--- src/rtl/adpcm_sample_sequencer.sv ---
`default_nettype none
// ============================================================================
//  Module   : adpcm_sample_sequencer
//  Brief    : Per-sample five-stage scheduler for the ADPCM datapath, with
//             per-stage watchdog, overrun/timeout flags and a sample counter.
//  Revision : 1.0  initial release
// ============================================================================
module adpcm_sample_sequencer #(
    parameter int NSTAGE      = 5,
    parameter int TIMEOUT_CYC = 64,
    parameter int CNT_W       = 16
) (
    input  logic              clk,
    input  logic              reset,
    input  logic              sample_strobe,
    input  logic [NSTAGE-1:0] stage_done,
    input  logic              clr_status,
    output logic [NSTAGE-1:0] stage_start,
    output logic              busy,
    output logic              sample_done,
    output logic [2:0]        cur_stage,
    output logic              overrun,
    output logic              timeout_err,
    output logic [2:0]        timeout_stage,
    output logic [CNT_W-1:0]  sample_cnt,
    input  logic              scan_in0,
    input  logic              scan_en,
    output logic              scan_out0
);

    localparam int                WD_W       = (TIMEOUT_CYC > 1) ? $clog2(TIMEOUT_CYC) : 1;
    localparam logic [2:0]        c_last_idx = 3'(NSTAGE - 1);
    localparam logic [WD_W-1:0]   c_wd_max   = WD_W'(TIMEOUT_CYC - 1);
    localparam logic [NSTAGE-1:0] c_one      = NSTAGE'(1);

    typedef enum logic [1:0] {
        S_IDLE   = 2'd0,
        S_ISSUE  = 2'd1,
        S_WAIT   = 2'd2,
        S_FINISH = 2'd3
    } state_t;

    state_t            r_state, w_state_nxt;
    logic [2:0]        r_idx, w_idx_nxt;
    logic [WD_W-1:0]   r_wdog, w_wdog_nxt;
    logic [NSTAGE-1:0] r_stage_start, w_stage_start_nxt;
    logic              r_busy, w_busy_nxt;
    logic              r_sample_done, w_sample_done_nxt;
    logic [2:0]        r_cur_stage, w_cur_stage_nxt;
    logic              r_overrun, w_overrun_nxt;
    logic              r_timeout_err, w_timeout_err_nxt;
    logic [2:0]        r_timeout_stage, w_timeout_stage_nxt;
    logic [CNT_W-1:0]  r_sample_cnt, w_sample_cnt_nxt;
    logic              w_adv;
    logic              w_unused_scan;

    assign w_unused_scan = scan_in0 ^ scan_en;

    always_ff @(posedge clk or negedge reset) begin
        if (!reset) begin
            r_state         <= S_IDLE;
            r_idx           <= '0;
            r_wdog          <= '0;
            r_stage_start   <= '0;
            r_busy          <= 1'b0;
            r_sample_done   <= 1'b0;
            r_cur_stage     <= '0;
            r_overrun       <= 1'b0;
            r_timeout_err   <= 1'b0;
            r_timeout_stage <= '0;
            r_sample_cnt    <= '0;
        end else begin
            r_state         <= w_state_nxt;
            r_idx           <= w_idx_nxt;
            r_wdog          <= w_wdog_nxt;
            r_stage_start   <= w_stage_start_nxt;
            r_busy          <= w_busy_nxt;
            r_sample_done   <= w_sample_done_nxt;
            r_cur_stage     <= w_cur_stage_nxt;
            r_overrun       <= w_overrun_nxt;
            r_timeout_err   <= w_timeout_err_nxt;
            r_timeout_stage <= w_timeout_stage_nxt;
            r_sample_cnt    <= w_sample_cnt_nxt;
        end
    end

    // Every output is registered, so the next-state logic also computes the
    // value each output must show during the upcoming state.
    always_comb begin
        w_state_nxt         = r_state;
        w_idx_nxt           = r_idx;
        w_wdog_nxt          = r_wdog;
        w_stage_start_nxt   = '0;
        w_busy_nxt          = r_busy;
        w_sample_done_nxt   = 1'b0;
        w_cur_stage_nxt     = r_cur_stage;
        w_overrun_nxt       = r_overrun;
        w_timeout_err_nxt   = r_timeout_err;
        w_timeout_stage_nxt = r_timeout_stage;
        w_sample_cnt_nxt    = r_sample_cnt;
        w_adv               = 1'b0;

        if (clr_status) begin
            w_overrun_nxt       = 1'b0;
            w_timeout_err_nxt   = 1'b0;
            w_timeout_stage_nxt = '0;
        end

        if (sample_strobe && (r_state != S_IDLE)) begin
            w_overrun_nxt = 1'b1;
        end

        case (r_state)
            S_IDLE: begin
                if (sample_strobe) begin
                    w_state_nxt       = S_ISSUE;
                    w_busy_nxt        = 1'b1;
                    w_idx_nxt         = '0;
                    w_cur_stage_nxt   = '0;
                    w_stage_start_nxt = c_one;
                end
            end
            S_ISSUE: begin
                w_wdog_nxt  = '0;
                w_state_nxt = S_WAIT;
            end
            S_WAIT: begin
                // A done coinciding with the last watchdog cycle takes priority.
                if (stage_done[r_idx]) begin
                    w_adv = 1'b1;
                end else if (r_wdog == c_wd_max) begin
                    w_adv               = 1'b1;
                    w_timeout_err_nxt   = 1'b1;
                    w_timeout_stage_nxt = r_idx;
                end else begin
                    w_wdog_nxt = r_wdog + WD_W'(1);
                end

                if (w_adv) begin
                    if (r_idx == c_last_idx) begin
                        w_state_nxt       = S_FINISH;
                        w_sample_done_nxt = 1'b1;
                        w_sample_cnt_nxt  = r_sample_cnt + CNT_W'(1);
                    end else begin
                        w_state_nxt       = S_ISSUE;
                        w_idx_nxt         = r_idx + 3'd1;
                        w_cur_stage_nxt   = r_idx + 3'd1;
                        w_stage_start_nxt = c_one << (r_idx + 3'd1);
                    end
                end
            end
            S_FINISH: begin
                w_state_nxt     = S_IDLE;
                w_busy_nxt      = 1'b0;
                w_idx_nxt       = '0;
                w_cur_stage_nxt = '0;
            end
            default: begin
                w_state_nxt = S_IDLE;
            end
        endcase
    end

    assign stage_start   = r_stage_start;
    assign busy          = r_busy;
    assign sample_done   = r_sample_done;
    assign cur_stage     = r_cur_stage;
    assign overrun       = r_overrun;
    assign timeout_err   = r_timeout_err;
    assign timeout_stage = r_timeout_stage;
    assign sample_cnt    = r_sample_cnt;
    assign scan_out0     = 1'b0;

endmodule
`default_nettype wire

--- config.mk ---
export PLATFORM = sky130hd
export DESIGN_NAME = adpcm_sample_sequencer
export DESIGN_NICKNAME = d
export VERILOG_FILES = /design/src/rtl/adpcm_sample_sequencer.sv
export SDC_FILE = /design/constraint.sdc
export NUM_CORES = 1
export LEC_CHECK = 0
export BUFFER_PORTS_ARGS = -buffer_cell sky130_fd_sc_hd__buf_2
export CAP_MARGIN = 20
export CORE_UTILIZATION = 60
export CTS_BUF_LIST = sky130_fd_sc_hd__clkbuf_4
export DETAILED_ROUTE_END_ITERATION = 6
export GPL_TIMING_DRIVEN = 0
export HOLD_SLACK_MARGIN = 0.15
export PLACE_DENSITY = 0.87
export SLEW_MARGIN = 20
export SYNTH_ARGS = -nofsm -noshare
export SYNTH_HDL_FRONTEND = slang
export SYNTH_SLANG_ARGS = --single-unit
--- constraint.sdc ---
create_clock -name clk -period 7 [get_ports clk]
set_clock_uncertainty 0.2 [all_clocks]
set_input_delay 1.4 -clock clk [delete_from_list [all_inputs] [get_ports clk]]
set_output_delay 1.4 -clock clk [all_outputs]
set_load 0.05 [all_outputs]
## Yosys cells after proc, flatten, opt, wreduce, memory -nomap -nowiden

Cells that the tools add are included.

- Word-level logic and storage cells: 72
- Output and inout port bits: 32
- Bits in registers: 39
- Input port bits: 11

- Shift-type cells: 1
- Add/sub/neg operators: 3
- Multiplexer cells: 35
- Magnitude comparators: 1
- Equal/unequal tests: 10
- Reduce and logical (&&, ||, !) cells: 12

Operator list:

| operator | number |
|---|---|
| $mux 3 | 7 |
| $add 16x1->16 const B | 1 |
| $mux 1 | 15 |
| $mux 6 | 2 |
| $pmux 6 s2 | 1 |
| $mux 5 | 2 |
| $ne 2x2->1 const B | 5 |
| $pmux 5 s2 | 1 |
| $pmux 3 s3 | 1 |
| $pmux 2 s4 | 1 |
| $reduce_bool 2->1 | 4 |
| $add 6x1->6 const B | 1 |
| $eq 6x6->1 const B | 1 |
| $mux 2 | 3 |
| $reduce_and 3->1 | 2 |
| $shl 1x3->5 const A | 1 |
| $eq 2x2->1 const B | 2 |
| $lt 3x4->1 const B | 1 |
| $reduce_and 2->1 | 2 |
| $reduce_and 4->1 | 1 |
| $add 3x1->3 const B | 1 |
| $bmux 1 s3 | 1 |
| $eq 3x3->1 const B | 1 |
| $reduce_bool 3->1 | 1 |
| 4 further kinds | 4 |

## Logic depth before layout (Yosys ltp)

Gate-level depths: netlist of the first run.

- Word-level depth: 6
- Depth in mapped cells: 7
- Mapped depth without buffers: 7

## Worst setup path before layout of the first run

No wires, ideal clock.

- Kind: input port to flip-flop
- Start point: input stage_done[3]
- End point: register r_timeout_stage[2] (netlist: timeout_stage[2])
- Library setup time: 128 ps
- Required time: 6672 ps
- Cell stages on the path: 6
- Buffers on the path: 1
- Slack: 3899 ps
- Arrival: 2774 ps
- Path through: mux2i_1 -> o22ai_1 -> or3_1 -> or3_1 -> clkbuf_1 -> mux2_1

- Cells in the longest elaborated chain, start to end: 4

Ends and longest elaborated chain:

| element | RTL line | RTL |
|---|---|---|
| start: declaration | 16 | `input logic [NSTAGE-1:0] stage_done,` |
| $bmux 1 s3 | 129 | `if (stage_done[r_idx]) begin` |
| $mux 1 (not written as such) | 129 |  |
| $mux 3 | 129 |  |
| $mux 3 | 113 | `case (r_state)` |
| net w_timeout_stage_nxt[2] | 52 | `logic [2:0] r_timeout_stage, w_timeout_stage_nxt;` |
| end signal: assignment | 82 | `r_timeout_stage <= w_timeout_stage_nxt;` |
| end: declaration | 52 |  |

The timed path passes the listed nets, and every way through them passes these cells. The select of a mux whose other input is x is not followed.
A chain may end at the register's enable or synchronous reset.

## Worst setup path in the final report of the first run

Ends and elaborated chain as after synthesis.

==> results.ini, run 1 <==
[sta]
timing.slew.headroom=0.450
whs_ps=269
achievable-frequency_mhz=331
tightestPinTransition_ps=826
fin_setup_tns_ps=0
layout_setup_ws_ps=3980
final_max_slew_viol_count=0
period_minus_slack_ps=3020
hold_violations=0
setup_viol=0
min_period_over_period=0.431
rsz0062_at_grt=false

[critical_path]
crit_arrival_ps=3060
worst-path-max-fanout=5
worstPathRequired_ps=7040
critical_path_class=in -> reg
worst_setup_path_start_kind=primary input
crit_path_start=stage_done[3]
worst_r2r_startpoint=cur_stage[1]
end_kind=flop

[logic_synthesis]
netlist_instances=184
async_reset_ff_frac=1.00
synth_seq_cells=39
yosys_warnings=0
post-synth-top-area-cell=sky130_fd_sc_hd__dfrtp_1
synth_most_common_cell=sky130_fd_sc_hd__dfrtp_1
seq_area_frac_synth=0.510
yosys_most_used_dff=sky130_fd_sc_hd__dfrtp_1
synth_top_cell_area_share=0.510
synth.area.top_cells=sky130_fd_sc_hd__dfrtp_1, sky130_fd_sc_hd__ha_1, sky130_fd_sc_hd__mux2i_1
post_synthesis_net_count=202
netlist-cell-type-count=39
synth_enable_flop_cells=0
post_synth_instance_area_sq_mm=0.00191
synth_top_cells_by_count=sky130_fd_sc_hd__dfrtp_1, sky130_fd_sc_hd__nand2_1, sky130_fd_sc_hd__nor2_1
synthesized_area_per_cell_sq_um=10.4

[clock_network]
cts.repair.resized=0
cts_hold_buffers=0
cts_max_level=2
clk_latency_ps=360
clk_path_buf_depth=2
tritoncts=yes
cts.repair_timing.setup_buffer_count=0
cts_inserted_buffers=5
cts.root.buffer_cell=sky130_fd_sc_hd__clkbuf_4
clock_sinks=39
clock_pin_slew_on_the_worst_setup_and_hold_paths_ps=120

[floorplanning]
chipWidth_um=58.5
initial_utilization=0.632
std_cell_rows=20
die_y_um=58.5
dieArea_sq_mm=0.00342
ioPinCount=43
placeableCoreArea_sq_mm=0.00303

[power]
pwr-share-comb=0.333
worst_ir_drop_vdd_uv=180
power.switching_fraction=0.395
cellLeakagePower_nw=1.21
clockPowerShare=0.198
report.power.total_mw=0.591
internal-power_mw=0.358
total_switching_power_mw=0.233
seq_power_share=0.469
power_density_mw_per_mm2=266

[final_layout]
multiInputGateArea_sq_um=856
register_area_sq_um=976
synthToLayoutAreaGrowth_pct=16.1
layout-drive-gt1-share=0.242
antenna_cells=0
final_layout_fill_cell_count=231
design.final.nets=248

[drt]
totalWireLength_um=3490
drt_pass1_iterations=4
initialDrtViolationCount=76
avgViaCountPerCell=5.40
routed-via-count=1484
drc_errors=0
route.antenna.remaining_nets=0
wire_per_inst_um=12.7

[global_route]
grt_pass1_wl_um=6130
grt_start_max_net_pins=40
grt-ovfl-total=0
antenna_found_initial=0
grtUsageTotal=0.243
first_global_vias=1356

[worst_hold_path]
min-delay-path-class=reg -> reg
min_from=sample_cnt[15]

[placed_design]
detailedPlacementHpwl_um=2590
port-buffer-count=39
gp_congestion=0.848
pre_cts_ws_ps=3620

[outcome]
run_status=completed

[job]
maxCapViolations=0

-- final cells by class --
type / count / share of cell area
flip-flops and latches: 39 / 0.439
clock inverters: 2 / 0.00563
inverters: 12 / 0.0203
plain buffers: 5 / 0.0169
multi-input cells: 128 / 0.385
well taps: 44 / 0.0248
repair buffers: 39 / 0.0878
clock buffers: 6 / 0.0203
-- state kept, by name, summed over array words and instances (netlist names), 2 cells and up --
signal / count
r_wdog: 6
stage_start: 5
timeout_stage: 3
r_state: 2
sample_cnt: 16
cur_stage: 3
-- cells in the final DEF (no fill, tap or decap), types with 3 or more instances in the layout --
| cell type | count |
|---|---|
| sky130_fd_sc_hd__dfrtp_1 | 39 |
| sky130_fd_sc_hd__buf_2 | 39 |
| sky130_fd_sc_hd__nor2_1 | 15 |
| sky130_fd_sc_hd__clkbuf_4 | 6 |
| sky130_fd_sc_hd__xor2_1 | 9 |
| sky130_fd_sc_hd__inv_1 | 12 |
| sky130_fd_sc_hd__nand4_1 | 5 |
| sky130_fd_sc_hd__nand2b_1 | 6 |
| sky130_fd_sc_hd__nand2_1 | 19 |
| sky130_fd_sc_hd__xnor2_1 | 6 |
| sky130_fd_sc_hd__ha_1 | 7 |
| sky130_fd_sc_hd__and3_1 | 7 |
| sky130_fd_sc_hd__mux2i_1 | 8 |
| sky130_fd_sc_hd__or3_1 | 3 |
| sky130_fd_sc_hd__a21oi_1 | 5 |
| sky130_fd_sc_hd__nand3_1 | 4 |
| sky130_fd_sc_hd__nor3_1 | 5 |
| sky130_fd_sc_hd__o21ai_0 | 6 |
-- critical path, cell delays in order --
cell and delay, ps:
sky130_fd_sc_hd__buf_2 100, sky130_fd_sc_hd__mux2i_1 120, sky130_fd_sc_hd__o22ai_1 190, sky130_fd_sc_hd__or3_1 420, sky130_fd_sc_hd__or3_1 340, sky130_fd_sc_hd__clkbuf_1 170, sky130_fd_sc_hd__mux2_1 320
-- final timing paths --
| path | end | slack (ps) | cells past startpoint |
|---|---|---|---|
| max reg2reg | timeout_stage[2] | 4500 | 6 |
| min | sample_cnt[15] | 270 | 1 |
| min in group asynchronous | cur_stage[1] | 930 | 1 |
| max in group asynchronous | timeout_stage[2] | 5150 | 1 |
| min reg2reg | sample_cnt[15] | 270 | 1 |
| max | timeout_stage[2] | 3980 | 7 |
-- routing by layer --
metal | up-vias | GRT usage | part of all wire
met5 | - | 0 | 0
met4 | 0 | 0.0816 | 0.015
li1 | 718 | - | -
met2 | 41 | 0.396 | 0.49
met1 | 718 | 0.312 | 0.45
met3 | 7 | 0.0725 | 0.048
-- per-stage QoR --
step / util / std cells / cell area, sq um
after floorplan: - / 184 / 1910
after global placement: 0.715 / 267 / 2160
after detailed placement: 0.715 / 267 / 2160
after CTS: 0.734 / 275 / 2220
after global routing: 0.734 / 275 / 2220
final: 0.734 / 275 / 2220
-- power by group through the flow --
stage	logic [mW]	registers (mW)	clock network, mW
2_1_floorplan	0.104	0.324	0
3_3_place_gp	0.192	0.280	0
3_5_place_dp	0.197	0.282	0
5_1_grt	0.216	0.282	0.128
4_1_cts	0.198	0.278	0.121
6_report	0.197	0.277	0.117
-- cells by family (layout without fill, tap and decap cells) --
| family | Yosys count | count (layout) | share of synthesized area |
|---|---|---|---|
| other | 1 | 1 | 0.00196 |
| DFF | 39 | 39 | 0.510 |
| and+or+nand+nor | 76 | 76 | 0.212 |
| xor gates and xnor gates | 15 | 15 | 0.0686 |
| buffers and inverters | 17 | 64 | 0.0431 |
| muxes | 10 | 10 | 0.0536 |
| AOI/OAI and AO/OA | 19 | 19 | 0.0654 |
| adders and majority gates | 7 | 7 | 0.0457 |
Note: power is estimated with default switching activity, not from simulation.
==> run 2, diff against run 1 <==
- CORE_UTILIZATION: 60 -> 56
- PLACE_DENSITY: 0.87 -> 0.82
- clock period: 7 -> 3 ns (I/O delays scaled with it)
==> run 2 against run 1 <==
Net effect:
- design area rose by 0.45%
- core utilization shrank 2.6 points
- combinational power is 130% higher
- sequential power rose by 130%
- first-iteration DRC count decreased by 2.6%
- sequential cell count unchanged
- via count fell by 5.8%
- register-to-register slack worse by 3900 ps
- sequential share of layout area decreased by 0.20 points
- largest cell class unchanged
- critical path depth fell by 1
- clock-buffer cell count is the same
- non-clock buffer count rose by 1
==> results.ini, run 2 (synthesis gave the netlist of run 1 again) <==
[placed_design]
detailedPlacementHpwl_um=2420
gp_congestion=0.848
port-buffer-count=39
area_post_placement_sq_mm=0.00216

[global_route]
first_global_vias=1295
grt_start_max_net_pins=40
grt-ovfl-total=0
antenna_found_initial=0
grtUsageTotal=0.217
grt_pass1_wl_um=5710

[sta]
tightestPinTransition_ps=822
achievable-frequency_mhz=412
fin_setup_tns_ps=0
final_max_slew_viol_count=0
hold_violations=0
period_minus_slack_ps=2430
rsz0062_at_grt=false
timing.slew.headroom=0.452
setup_viol=0
min_period_over_period=0.810

[final_layout]
design.final.nets=249
layout-drive-gt1-share=0.241
synthToLayoutAreaGrowth_pct=16.6
final_cell_area_sq_mm=0.00223
largest_register_ffs=16
antenna_cells=0
most-common-layout-cells=sky130_fd_sc_hd__dfrtp_1, sky130_fd_sc_hd__buf_2, sky130_fd_sc_hd__nand2_1, sky130_fd_sc_hd__nor2_1, sky130_fd_sc_hd__inv_1

[power]
report.power.total_mw=1.37
clockPowerShare=0.197
internal-power_mw=0.836
seq_power_share=0.472
pwr-share-comb=0.331
cellLeakagePower_nw=1.21
total_switching_power_mw=0.534
power_density_mw_per_mm2=614
worst_ir_drop_vdd_uv=362
power.switching_fraction=0.390

[worst_hold_path]
min-delay-path-class=reg -> reg

[critical_path]
worstPathCellList=mux2i_1, o22ai_1, or3_1, or3_1, clkbuf_1, mux2_1
worst_setup_path_start_kind=flop
end_kind=flop
cp_slowest_cell=sky130_fd_sc_hd__dfrtp_1
critical_path_class=reg -> reg
worst-path-max-fanout=8
cpPeakStageDelay_ps=510
crit_buf_inv=1
worstPathRequired_ps=3040
timing.critical_path.mode_cell=sky130_fd_sc_hd__or3_1
crit_arrival_ps=2470
worst_path_dominant_cell_family=simple AND/OR/NAND/NOR gates

[drt]
route.antenna.remaining_nets=0
routed-via-count=1398
drc_errors=0
initialDrtViolationCount=74
avgViaCountPerCell=5.07
drt_pass1_iterations=4
wire_per_inst_um=12.2
totalWireLength_um=3360

[floorplanning]
chipWidth_um=60.5
std_cell_rows=20
dieArea_sq_mm=0.00366
ioPinCount=43
placeableCoreArea_sq_mm=0.00315
initial_utilization=0.607
die_y_um=60.5

[clock_network]
clk_latency_ps=350
clock_sinks=39
cts.repair_timing.setup_buffer_count=0
clk_path_buf_depth=2
cts_inserted_buffers=5
cts_max_level=2
tritoncts=yes
cts.root.buffer_cell=sky130_fd_sc_hd__clkbuf_4
clock_pin_slew_on_the_worst_setup_and_hold_paths_ps=110

[outcome]
run_status=completed

[job]
maxCapViolations=0

run 2: cell count changes in the layout (fill, tap and decap cells not counted):
cell,before,now
sky130_fd_sc_hd__dlygate4sd3_1,0,1
run 2: layer usage:
layer	GRT usage	share of wire
met4	0.117	0.018
met3	0.0448	0.037
met5	0	0
met2	0.325	0.45
met1	0.299	0.50
run 2: power groups by stage:
stage	logic [mW]	registers (mW)	clock network, mW
3_3_place_gp	0.447	0.653	0
5_1_grt	0.513	0.660	0.300
4_1_cts	0.456	0.647	0.276
2_1_floorplan	0.242	0.757	0
6_report	0.454	0.647	0.269
3_5_place_dp	0.452	0.656	0
run 2: final timing paths:
check,startpoint,end,slack [ps],cells after the start
worst max-delay path,cur_stage[1],timeout_stage[2],570,6
worst min-delay path,sample_cnt[15],sample_cnt[15],270,1
worst max register to register,cur_stage[1],timeout_stage[2],570,6
worst min register to register,sample_cnt[15],sample_cnt[15],270,1
max in group asynchronous,reset,cur_stage[0],1420,2
min in group asynchronous,reset,stage_start[1],660,2
run 2: timing repair:
item,in CTS,in global routing
hold buffers,1,0
gates resized for setup,0,0
endpoints found under the hold margin,9,0
run 2: stage by stage:
stage | hold slack (ps) | std cells | setup WS (ps) | util
2_1_floorplan | 104 | 184 | 446 | -
3_3_place_gp | 251 | 267 | 446 | 0.687
3_5_place_dp | 260 | 267 | 465 | 0.687
4_1_cts | 274 | 276 | 562 | 0.708
5_1_grt | 278 | 276 | 423 | 0.708
6_report | 274 | 276 | 570 | 0.708
run 2: cell type report:
cell class                 count  area (sq um)
multi-input combinational    128           856
clock inverter                 2          12.5
clock buffer                   6          45.0
inverter                      12          45.0
buffer                         5          37.5
sequential                    39           976
fill                         264           921
tap                           44          55.1
timing repair buffer          40           205
==> run 3, diff against run 2 <==
- CORE_UTILIZATION: 56 -> 50
- PLACE_DENSITY: 0.82 -> 0.78
- clock period: 3 -> 2 ns (I/O delays scaled with it)
==> run 3 against run 2 <==
Net effect:
- the run now ends with negative setup slack left
- worst setup slack lost 770 ps
- highest routed layer unchanged
- register-to-register slack worse by 770 ps
- critical path type unchanged
- via count rose by 12%
- cell count up 9.8%
- wire length is 22% higher
- largest power group unchanged
==> results.ini, run 3 (synthesis gave the netlist of run 1 again) <==
[power]
cellLeakagePower_nw=1.34
power_density_mw_per_mm2=916
worst_ir_drop_vdd_uv=420
report.power.total_mw=2.33

[final_layout]
final-instance-count-excl-fill=303
register_area_sq_um=980
largest_register_ffs=16
final_layout_fill_cell_count=278
synthToLayoutAreaGrowth_pct=32.9
layout.cells.most_common=sky130_fd_sc_hd__buf_2
multiInputGateArea_sq_um=981
antenna_cells=0
post-route-util=0.695
layout-drive-gt1-share=0.392
most-common-layout-cells=sky130_fd_sc_hd__buf_2, sky130_fd_sc_hd__dfrtp_1, sky130_fd_sc_hd__buf_4, sky130_fd_sc_hd__nand2_1, sky130_fd_sc_hd__nor2_1
design.final.nets=272

[sta]
hold_violations=0
layout_setup_ws_ps=-204
tightestPinTransition_ps=838
min_period_over_period=1.10
setup_viol=22
final_max_slew_viol_count=0
achievable-frequency_mhz=454
rsz0062_at_grt=true
period_minus_slack_ps=2200
timing.slew.headroom=0.441

[critical_path]
crit_arrival_ps=2250
crit_path_start=cur_stage[1]
end_kind=flop
worstPathRequired_ps=2050
worst_r2r_startpoint=cur_stage[1]
cpPeakStageDelay_ps=480
r2r.worst_path.cells=5
worst_setup_path_start_kind=flop
critical_path_class=reg -> reg
timing.reg2reg.setup_slack_ps=-200
regToRegEndpoint=timeout_stage[2]
worstPathCellList=mux2i_2, o22ai_4, or3_4, or3_4, mux2_4
cp_slowest_cell=sky130_fd_sc_hd__dfrtp_2
timing.critical_path.mode_cell=sky130_fd_sc_hd__or3_4
worst-path-max-fanout=6

[clock_network]
cts_inserted_buffers=5
clk_latency_ps=360
tritoncts=yes
cts.root.buffer_cell=sky130_fd_sc_hd__clkbuf_4
clk_path_buf_depth=2
clock_sinks=39
clock_pin_slew_on_the_worst_setup_and_hold_paths_ps=130
cts_max_level=2

[floorplanning]
ioPinCount=43
chipWidth_um=63.9
die_y_um=63.9
dieArea_sq_mm=0.00408
initial_utilization=0.523
placeableCoreArea_sq_mm=0.00366
std_cell_rows=22

[drt]
drc_errors=0
avgViaCountPerCell=5.18
initialDrtViolationCount=111
wire_per_inst_um=13.5
drt_pass1_iterations=4
routed-via-count=1570
route.antenna.remaining_nets=0
totalWireLength_um=4100

[worst_hold_path]
worst_hold_path.endpoint=sample_cnt[15]
min-delay-path-class=reg -> reg
worstHoldPathCells=1
min_from=sample_cnt[15]

[placed_design]
gp_congestion=0.816
detailedPlacementHpwl_um=2550
port-buffer-count=39
post-place-cells=271

[global_route]
grt_start_max_net_pins=40
first_global_vias=1480
grt_pass1_wl_um=6580
grt-ovfl-total=0
antenna_found_initial=0
grtUsageTotal=0.209

[outcome]
failed_checks=negative setup slack
run_status=complete, but fails checks

[job]
maxCapViolations=0

==> run 3: cell count changes in the layout (fill, tap and decap cells not counted), moves of 3 or more <==
cell,change
sky130_fd_sc_hd__or3_4,+3
sky130_fd_sc_hd__nor3_2,+4
sky130_fd_sc_hd__dfrtp_1,-3
sky130_fd_sc_hd__or3_1,-3
sky130_fd_sc_hd__o21ai_0,-3
sky130_fd_sc_hd__buf_4,+22
sky130_fd_sc_hd__nor3_1,-4
sky130_fd_sc_hd__dfrtp_2,+3
==> run 3: final cells by class <==
type	count	share of cell area
clock inverters	3	0.00590
repair buffers	65	0.158
plain buffers	3	0.00935
flip-flops and latches	39	0.385
clock buffers	5	0.0148
multi-input cells	128	0.386
inverters	12	0.0177
well taps	48	0.0236
==> run 3: through the flow <==
stage / setup slack, ps / TNS [ps] / instance area (sq um) / hold slack [ps]
after global routing: -256 / -4440 / 2540 / 283
final: -204 / -1710 / 2540 / 267
after floorplan: -321 / -1280 / 1950 / -95.6
after global placement: -356 / -3220 / 2210 / 252
after detailed placement: -389 / -3560 / 2210 / 256
after CTS: -207 / -1100 / 2380 / 275
==> run 3: timing repair <==
item	CTS	global route
cloned	0	0
hold endpoints to repair	42	0
hold buffers	3	0
pin swaps	6	6
endpoints found under the setup margin	27	25
gates resized for setup	8	16
setup buffers	11	12
==> run 3: worst max-delay path: cells and delay by family (launching register included) <==
family,cells,cell delay [ps]
DFF,1,480
and+or+nand+nor,2,710
AOI/OAI and AO/OA,1,120
muxes,2,570
==> run 3: how the worst max path moves through the flow <==
| stage | slack (ps) | cells past startpoint | to |
|---|---|---|---|
| finish | -200 | 5 | timeout_stage[2] |
| floorplan | -320 | 6 | timeout_stage[2] |
| CTS | -210 | 5 | timeout_stage[2] |
| detailed placement | -390 | 7 | r_wdog[5] |
| global route | -260 | 5 | timeout_stage[2] |
| global placement | -360 | 7 | r_wdog[5] |
==> run 3: report_power, final <==
group,internal (mW),total [mW],leakage (nW),switching [mW]
logic,0.395,0.953,0.800,0.558
registers,0.880,0.979,0.517,0.0995
clock network,0.129,0.398,0.0263,0.269
total,1.40,2.33,1.34,0.927
==> run 3: layer usage <==
metal	track usage	wire length, um
met5	0	0
met4	0.0710	80
met3	0.0554	175
met2	0.342	2030
met1	0.268	1820
